`config.mk`:
```
export PLATFORM = sky130hd
export DESIGN_NAME = eth_tx_preamble
export DESIGN_NICKNAME = d
export VERILOG_FILES = /design/src/rtl/eth_tx_preamble.sv
export SDC_FILE = /design/constraint.sdc
export NUM_CORES = 1
export LEC_CHECK = 0
export CORE_MARGIN = 10
export CORE_UTILIZATION = 30
export DETAILED_ROUTE_END_ITERATION = 8
export DONT_BUFFER_PORTS = 1
export HOLD_SLACK_MARGIN = 0.02
export SLEW_MARGIN = 5
export SYNTH_ARGS = -nofsm -noshare
export SYNTH_HDL_FRONTEND = slang
export SYNTH_SLANG_ARGS = --single-unit
```
`constraint.sdc`:
```
create_clock -name clk -period 3.3 [get_ports clk]
set_input_delay 0.66 -clock clk [delete_from_list [all_inputs] [get_ports clk]]
set_output_delay 0.66 -clock clk [all_outputs]
set_load 0.01 [all_outputs]
```
`src/rtl/eth_tx_preamble.sv`:
```
// eth_tx_preamble: prepends PREAMBLE_LEN x 0x55 plus a 0xD5 SFD to each frame
// and enforces a minimum output inter-frame gap of IFG_BYTES idle byte-times.
// A frame that starts before the gap has elapsed is dropped whole and counted.
//
// Ports:
//   clk            master clock, rising edge
//   rst_n          asynchronous active-low reset
//   in_eth_stream  {cke, frm, dat[7:0]}; frm/dat qualified by cke
//   out_eth_stream {out_cke, out_frm, out_dat[7:0]}, fully registered
//   ifg_drop_cnt   saturating count of dropped input frames
module eth_tx_preamble #(
  parameter int unsigned PREAMBLE_LEN = 7,
  parameter int unsigned IFG_BYTES    = 12
) (
  input  logic        clk,
  input  logic        rst_n,
  input  logic [9:0]  in_eth_stream,
  output logic [9:0]  out_eth_stream,
  output logic [15:0] ifg_drop_cnt
);

  localparam int unsigned D      = PREAMBLE_LEN + 1;
  localparam int unsigned PRE_W  = $clog2(PREAMBLE_LEN + 1);
  localparam int unsigned GAP_W  = $clog2(IFG_BYTES + 1);
  localparam int unsigned CNT_W  = (PRE_W > GAP_W) ? PRE_W : GAP_W;
  localparam int unsigned BEAT_W = 9;

  typedef enum logic [1:0] {IDLE, PRE, DATA, IFG} state_t;

  logic              cke;
  logic              frm;
  logic [7:0]        dat;
  logic              rise;
  logic              accept;
  logic              drop;
  logic              gated_frm;
  logic              dly_frm;
  logic [7:0]        dly_dat;

  state_t            state;
  logic              frm_prev;
  logic              acc;
  logic [CNT_W-1:0]  cnt;
  logic [D-1:0][BEAT_W-1:0] dly;
  logic              out_cke;
  logic              out_frm;
  logic [7:0]        out_dat;
  logic [15:0]       drop_cnt;

  assign cke = in_eth_stream[9];
  assign frm = in_eth_stream[8];
  assign dat = in_eth_stream[7:0];

  // Frame start detection; a start is only honoured when the FSM is idle.
  assign rise      = frm & ~frm_prev;
  assign accept    = rise & (state == IDLE);
  assign drop      = rise & (state != IDLE);
  assign gated_frm = frm & (acc | accept);

  // Oldest delay-line stage lines up with the byte after the SFD.
  assign dly_frm = dly[D-1][8];
  assign dly_dat = dly[D-1][7:0];

  assign out_eth_stream = {out_cke, out_frm, out_dat};
  assign ifg_drop_cnt   = drop_cnt;

  // All state advances on cke cycles only; out_cke is a plain 1-clk delay.
  always_ff @(posedge clk or negedge rst_n) begin
    if (!rst_n) begin
      state    <= IDLE;
      frm_prev <= 1'b1;
      acc      <= 1'b0;
      cnt      <= '0;
      dly      <= '0;
      out_cke  <= 1'b0;
      out_frm  <= 1'b0;
      out_dat  <= 8'h00;
      drop_cnt <= 16'h0000;
    end else begin
      out_cke <= cke;
      if (cke) begin
        frm_prev <= frm;
        dly      <= {dly[D-2:0], {gated_frm, dat}};

        if (accept) begin
          acc <= 1'b1;
        end else if (!frm) begin
          acc <= 1'b0;
        end

        if (drop && (drop_cnt != 16'hFFFF)) begin
          drop_cnt <= drop_cnt + 16'd1;
        end

        case (state)
          IDLE: begin
            out_frm <= 1'b0;
            out_dat <= 8'h00;
            if (accept) begin
              out_frm <= 1'b1;
              out_dat <= 8'h55;
              cnt     <= CNT_W'(1);
              state   <= PRE;
            end
          end
          PRE: begin
            out_frm <= 1'b1;
            if (cnt < CNT_W'(PREAMBLE_LEN)) begin
              out_dat <= 8'h55;
              cnt     <= cnt + CNT_W'(1);
            end else begin
              out_dat <= 8'hD5;
              state   <= DATA;
            end
          end
          DATA: begin
            if (dly_frm) begin
              out_frm <= 1'b1;
              out_dat <= dly_dat;
            end else begin
              // This idle byte is the first of the gap.
              out_frm <= 1'b0;
              out_dat <= 8'h00;
              cnt     <= CNT_W'(1);
              state   <= (IFG_BYTES <= 1) ? IDLE : IFG;
            end
          end
          IFG: begin
            out_frm <= 1'b0;
            out_dat <= 8'h00;
            cnt     <= cnt + CNT_W'(1);
            // Leave on the edge that emits the last gap byte; a rise on this
            // same edge still sees IFG and is dropped.
            if (cnt == CNT_W'(IFG_BYTES - 1)) begin
              state <= IDLE;
            end
          end
          default: begin
            out_frm <= 1'b0;
            out_dat <= 8'h00;
            state   <= IDLE;
          end
        endcase
      end
    end
  end

endmodule

```
==> results.sh, run 1 <==
export IMPL_crit_start="state[1]"
export IMPL_r2r_cells=6
export IMPL_syn_mean_instance_area_um2=13.6
export IMPL_grt_max_degree=106
export IMPL_gp_congestion=0.850
export IMPL_worstPathMaxFanout=5
export IMPL_synthFlopType="dfrtp_1"
export IMPL_die_y_um=142
export IMPL_postRouteWirelength_mm=7.56
export IMPL_worstSetupPathType="reg2reg"
export IMPL_p_clk_frac=0.280
export IMPL_finalSetupTns_ns=0
export IMPL_area_growth_pct=10.7
export IMPL_grt_pass1_vias=2507
export IMPL_die_w_um=142
export IMPL_r2r_end="ifg_drop_cnt[9]"
export IMPL_drive_above_1_share=0.311
export IMPL_ys_warn_count=0
export IMPL_placementRows=44
export IMPL_r2r_start="state[1]"
export IMPL_regArea_um2=2650
export IMPL_grt_setup_unrepaired="false"
export IMPL_synth_edff_count=0
export IMPL_wl_per_cell_um=14.7
export IMPL_finalSetupViolCount=0
export IMPL_clkSlewWorstSetupHoldPaths_ns=0.07
export IMPL_clockBufferDepth=2
export IMPL_routed_top_layer="met4"
export IMPL_met3_length_um=819
export IMPL_crit_path_end="ifg_drop_cnt[9]"
export IMPL_p_sw_frac=0.290
export IMPL_ios=38
export IMPL_fillCellCount=1450
export IMPL_cts_sinks=106
export IMPL_synthCells=327
export IMPL_clk_latency_ns=0.34
export IMPL_syn_area_um2=4430
export IMPL_cts_max_level=3
export IMPL_dp_hpwl_mm=4.93
export IMPL_critPathCaptureType="register"
export IMPL_antenna_found_initial=0
export IMPL_yosysUniqueCellTypes=44
export IMPL_vdd_drop_max_v=0.000315
export IMPL_clockRootBuffer="clkbuf_16"
export IMPL_num_vias=2486
export IMPL_vias_per_cell=4.83
export IMPL_crit_arrival_ns=2.29
export IMPL_finalClockSkew_ns=0.00581
export IMPL_start_kind="register"
export IMPL_final_core_util=0.338
export IMPL_initial_core_util=0.305
export IMPL_p_int_uw=2510
export IMPL_p_leak_uw=0.00208
export IMPL_hp_class="in2async"
export IMPL_drc=0
export IMPL_final_hold_viol_count=0
export IMPL_ys_ff_latch=106
export IMPL_grt_overflow_total=0
export IMPL_slew_violations=0
export IMPL_seqPwrFrac=0.546
export IMPL_cts_inserted_buffers=9
export IMPL_syn_nets=346
export IMPL_ant_nets=0
export IMPL_reg2reg_setup_slack_ns=1.28
export IMPL_slew_headroom=0.653
export IMPL_power_density_nw_per_um2=722
export IMPL_num_nets_final=346
export IMPL_cts_tree="done"
export IMPL_track_usage=0.0782
export IMPL_worst_pin_slew_ns=0.515
export IMPL_dr_wl_met2_mm=3.39
export IMPL_synthArstFlopShare=1.00
export IMPL_required_ns=3.57
export IMPL_fin_crit_ns=2.02
export IMPL_drt_initial_drc_count=134
export IMPL_die_area_um2=20000
export IMPL_grt_pass1_wl_mm=12.8
export IMPL_port_buffers=0
export IMPL_max_clock_freq_mhz=495
export IMPL_drv_cap=0
export IMPL_seq_area_frac_synth=0.599
export IMPL_drt_met1_wl_mm=3.26
export IMPL_run_status="complete, no violations"
export IMPL_multi_input_area_um2=1690
export IMPL_p_switching_uw=1030
export IMPL_fin_crit_sh=0.613
export IMPL_antenna_cells=0
export IMPL_coreArea_um2=14500
export IMPL_p_comb_frac=0.174
export IMPL_dr_pass1_iters=4
cell usage in the layout (no fill, tap or decap), types with 2 or more instances in the layout:
cell / count
a21oi_1: 11
a31oi_1: 6
a32oi_1: 2
a41oi_1: 2
and4_1: 3
clkbuf_16: 9
clkinvlp_4: 2
dfrtp_1: 105
ha_1: 7
inv_1: 9
inv_6: 2
mux2_2: 75
nand2_1: 13
nand2b_1: 3
nand3_1: 13
nand4_1: 2
nor2_1: 16
nor2b_1: 2
nor3_1: 2
nor4b_2: 2
o211ai_1: 3
o21ai_0: 7
or2_2: 2
xnor2_1: 5
xor2_1: 7
power groups by stage:
stage | registers (µW) | logic [µW] | clock network [µW]
after floorplan | 1850 | 536 | 0
after global placement | 1940 | 562 | 0
after detailed placement | 1960 | 593 | 0
after CTS | 1930 | 627 | 1040
after global routing | 1990 | 697 | 1100
final | 1930 | 616 | 993
worst max-delay path, cell delays in order (launching register included):
cell	delay, ns
dfrtp_1	0.42
inv_1	0.12
ha_1	0.25
nand4bb_1	0.27
or3_4	0.44
nor4b_2	0.28
xor2_1	0.17
cells in the mapped netlist, drive strengths merged, types with 6 or more instances:
| cell | count | area [µm²] |
|---|---|---|
| dfrtp | 105 | 2630 |
| xor2 | 7 | 61.3 |
| inv | 9 | 33.8 |
| a21oi | 11 | 55.1 |
| mux2 | 75 | 845 |
| ha | 7 | 87.6 |
| o21ai | 7 | 35.0 |
| buf | 9 | 47.5 |
| nand3 | 13 | 65.1 |
| nor2 | 16 | 60.1 |
| a31oi | 6 | 37.5 |
| nand2 | 13 | 48.8 |
worst min-delay path by stage:
stage / startpoint / end / slack, ns / depth (start not counted)
5_1_grt: rst_n / frm_prev / 0.14 / 0
2_1_floorplan: rst_n / acc / 0.36 / 0
3_3_place_gp: rst_n / out_cke / 0.37 / 0
4_1_cts: rst_n / frm_prev / 0.14 / 0
3_5_place_dp: rst_n / out_cke / 0.37 / 0
6_report: rst_n / frm_prev / 0.16 / 0
flip-flops by register name, indices dropped and copies added, names as in the netlist:
signal,cells
out_frm,1
frm_prev,1
out_dat,8
cnt,4
acc,1
ifg_drop_cnt,16
dly,72
out_cke,1
state,2
stage by stage:
stage                     total power, µW  instance area, µm²  setup WS (ns)  hold WS, ns  std cells
after CTS                            3600                4910           1.29        0.144        515
after floorplan                      2390                4430           1.48        0.364        327
final                                3540                4910           1.28        0.160        515
after global routing                 3780                4910           1.08        0.136        515
after global placement               2500                4600           1.40        0.371        499
after detailed placement             2550                4600           1.31        0.371        499
cells by family after synthesis:
family	Yosys count	synth area share
compound gates	37	0.0542
mux	76	0.193
xor+xnor	12	0.0237
buf+inv	21	0.0209
fa+ha+maj	7	0.0198
simple gates	68	0.0900
flops	106	0.599
final cells by class:
class                   instances  share of cell area
flip-flops and latches        106               0.541
inverters                       9             0.00688
well taps                     184              0.0469
clock buffers                  10              0.0487
repair buffers                  1             0.00561
clock inverters                 5             0.00765
multi-input cells             200               0.344
per-layer routing:
layer  vias up  track usage
li1       1171            -
met1      1255       0.0903
met2        52        0.114
met3         8       0.0521
met4         0       0.0258
met5         -            0
repair_timing:
action | in CTS | in global routing
hold buffers | 1 | 0
buffers inserted | 0 | 0
gates resized for setup | 0 | 0
endpoints found under the hold margin | 105 | 0
(Power assumes the default switching activity.)
==> run 2, diff against run 1 <==
- clock period: 3.3 -> 1.9 ns (I/O delays scaled with it)
==> results.sh, run 2 (synthesis results as in run 1) <==
export IMPL_run_status="finished, violations left"
export IMPL_violations="hold timing"
export IMPL_final_core_util=0.343
export IMPL_clockRootBuffer="clkbuf_16"
export IMPL_num_nets_final=353
export IMPL_drc=0
export IMPL_clockBufferDepth=2
export IMPL_postRouteWirelength_mm=7.55
export IMPL_die_area_um2=20000
export IMPL_slew_violations=0
export IMPL_drt_initial_drc_count=130
export IMPL_start_kind="register"
export IMPL_final_cell_mix="dfrtp_1, mux2_2, nor2_1"
export IMPL_setup_slack_ns=0.108
export IMPL_wl_per_cell_um=14.4
export IMPL_fillCellCount=1446
export IMPL_gp_congestion=0.836
export IMPL_final_common_cell="dfrtp_1"
export IMPL_finalPower_uw=6260
export IMPL_worstPathMaxFanout=4
export IMPL_dp_hpwl_mm=4.95
export IMPL_fin_crit_ns=1.79
export IMPL_antenna_found_initial=0
export IMPL_placementRows=44
export IMPL_area_growth_pct=12.4
export IMPL_grt_setup_unrepaired="false"
export IMPL_cp_num_buf_inv=1
export IMPL_clkSlewWorstSetupHoldPaths_ns=0.07
export IMPL_cts_inserted_buffers=9
export IMPL_initial_core_util=0.305
export IMPL_reg2reg_setup_slack_ns=0.11
export IMPL_port_buffers=0
export IMPL_final_hold_viol_count=106
export IMPL_ios=38
export IMPL_coreArea_um2=14500
export IMPL_power_density_nw_per_um2=1260
export IMPL_postCtsSetupBuffers=0
export IMPL_cts_max_level=3
export IMPL_fin_crit_sh=0.943
export IMPL_crit_slowest_cell="or3_4"
export IMPL_place_ws_ns=0.0589
export IMPL_p_switching_uw=1810
export IMPL_p_clk_frac=0.285
export IMPL_ant_nets=0
export IMPL_p_sw_frac=0.289
export IMPL_grt_pass1_wl_mm=12.9
export IMPL_track_usage=0.0785
export IMPL_slew_headroom=0.666
export IMPL_cp_cell_sequence="inv_1 -> ha_1 -> nand4bb_4 -> or3_4 -> nor4b_2 -> xor2_1"
export IMPL_holdWs_ns=-0.275
export IMPL_max_stage_delay_ns=0.42
export IMPL_grt_pass1_vias=2484
export IMPL_vdd_drop_max_v=0.000689
export IMPL_placed_area_um2=4660
export IMPL_vias_per_cell=4.73
export IMPL_p_int_uw=4450
export IMPL_seqPwrFrac=0.525
export IMPL_crit_arrival_ns=2.06
export IMPL_p_comb_frac=0.190
export IMPL_cts_sinks=106
export IMPL_num_vias=2476
export IMPL_drive_above_1_share=0.336
export IMPL_stdcell_area_um2=4980
export IMPL_critPathCaptureType="register"
export IMPL_max_flop_register="dly"
export IMPL_worst_pin_slew_ns=0.501
export IMPL_cts_tree="done"
export IMPL_die_w_um=142
export IMPL_worstSetupPathType="reg2reg"
export IMPL_grt_overflow_total=0
export IMPL_required_ns=2.17
export IMPL_grt_max_degree=107
export IMPL_finalSetupViolCount=0
export IMPL_clk_latency_ns=0.34
export IMPL_hp_class="in2async"
export IMPL_max_clock_freq_mhz=558
export IMPL_largest_reg_flops=72
export IMPL_antenna_cells=0
export IMPL_die_y_um=142
export IMPL_drv_cap=0
export IMPL_cp_top_family="simple AND/OR/NAND/NOR gates"
export IMPL_p_leak_uw=0.00212
export IMPL_dr_pass1_iters=4
export IMPL_finalSetupTns_ns=0
export IMPL_finalClockSkew_ns=0.00684
-- run 2: cell types whose count changed in the layout (fill, tap and decap cells not counted), moves of 2 or more --
| cell | before | now |
|---|---|---|
| buf_4 | 0 | 8 |
| clkinv_4 | 0 | 2 |
| clkinvlp_4 | 2 | 0 |
| inv_8 | 0 | 2 |
-- run 2: timing repair --
action	CTS	global route
gates resized for setup	0	5
setup endpoints to repair	0	5
endpoints found under the hold margin	106	106
-- run 2: path summary, 6_finish.rpt --
kind | from | end | cells past startpoint
worst max register to register | state[0] | ifg_drop_cnt[9] | 6
worst min register to register | dly[42] | dly[51] | 1
min in group clk | in_eth_stream[9] | out_cke | 0
worst min-delay path | rst_n | dly[17] | 0
worst max-delay path | state[0] | ifg_drop_cnt[9] | 6
max in group asynchronous | rst_n | frm_prev | 0
-- run 2: cell type report --
type | count | area (µm²) | share of cell area
clock buffers | 10 | 229 | 0.0460
clock inverters | 6 | 57.6 | 0.0116
inverters | 9 | 33.8 | 0.00678
multi-input cells | 200 | 1720 | 0.345
flip-flops and latches | 106 | 2650 | 0.533
well taps | 184 | 230 | 0.0462
repair buffers | 8 | 60.1 | 0.0121
-- run 2: power by group through the flow --
stage                     Combinational, µW  Clock [µW]  Sequential [µW]
after global placement                 1130           0             3320
after floorplan                         930           0             3220
after global routing                   1340        1950             3390
final                                  1190        1780             3290
after detailed placement               1180           0             3350
after CTS                              1190        1850             3300
-- run 2: stage by stage --
stage               hold slack, ns  cells
floorplan                   0.0844    327
global placement            0.0910    507
detailed placement          0.0916    507
CTS                         -0.291    523
global route                -0.303    523
finish                      -0.275    523
-- run 2: layer usage --
metal | global-route usage | up-vias | wire length [µm]
li1 | - | 1180 | -
met1 | 0.0973 | 1235 | 3380
met2 | 0.113 | 53 | 3390
met3 | 0.0434 | 8 | 726
met4 | 0.0247 | 0 | 55
met5 | 0 | - | 0
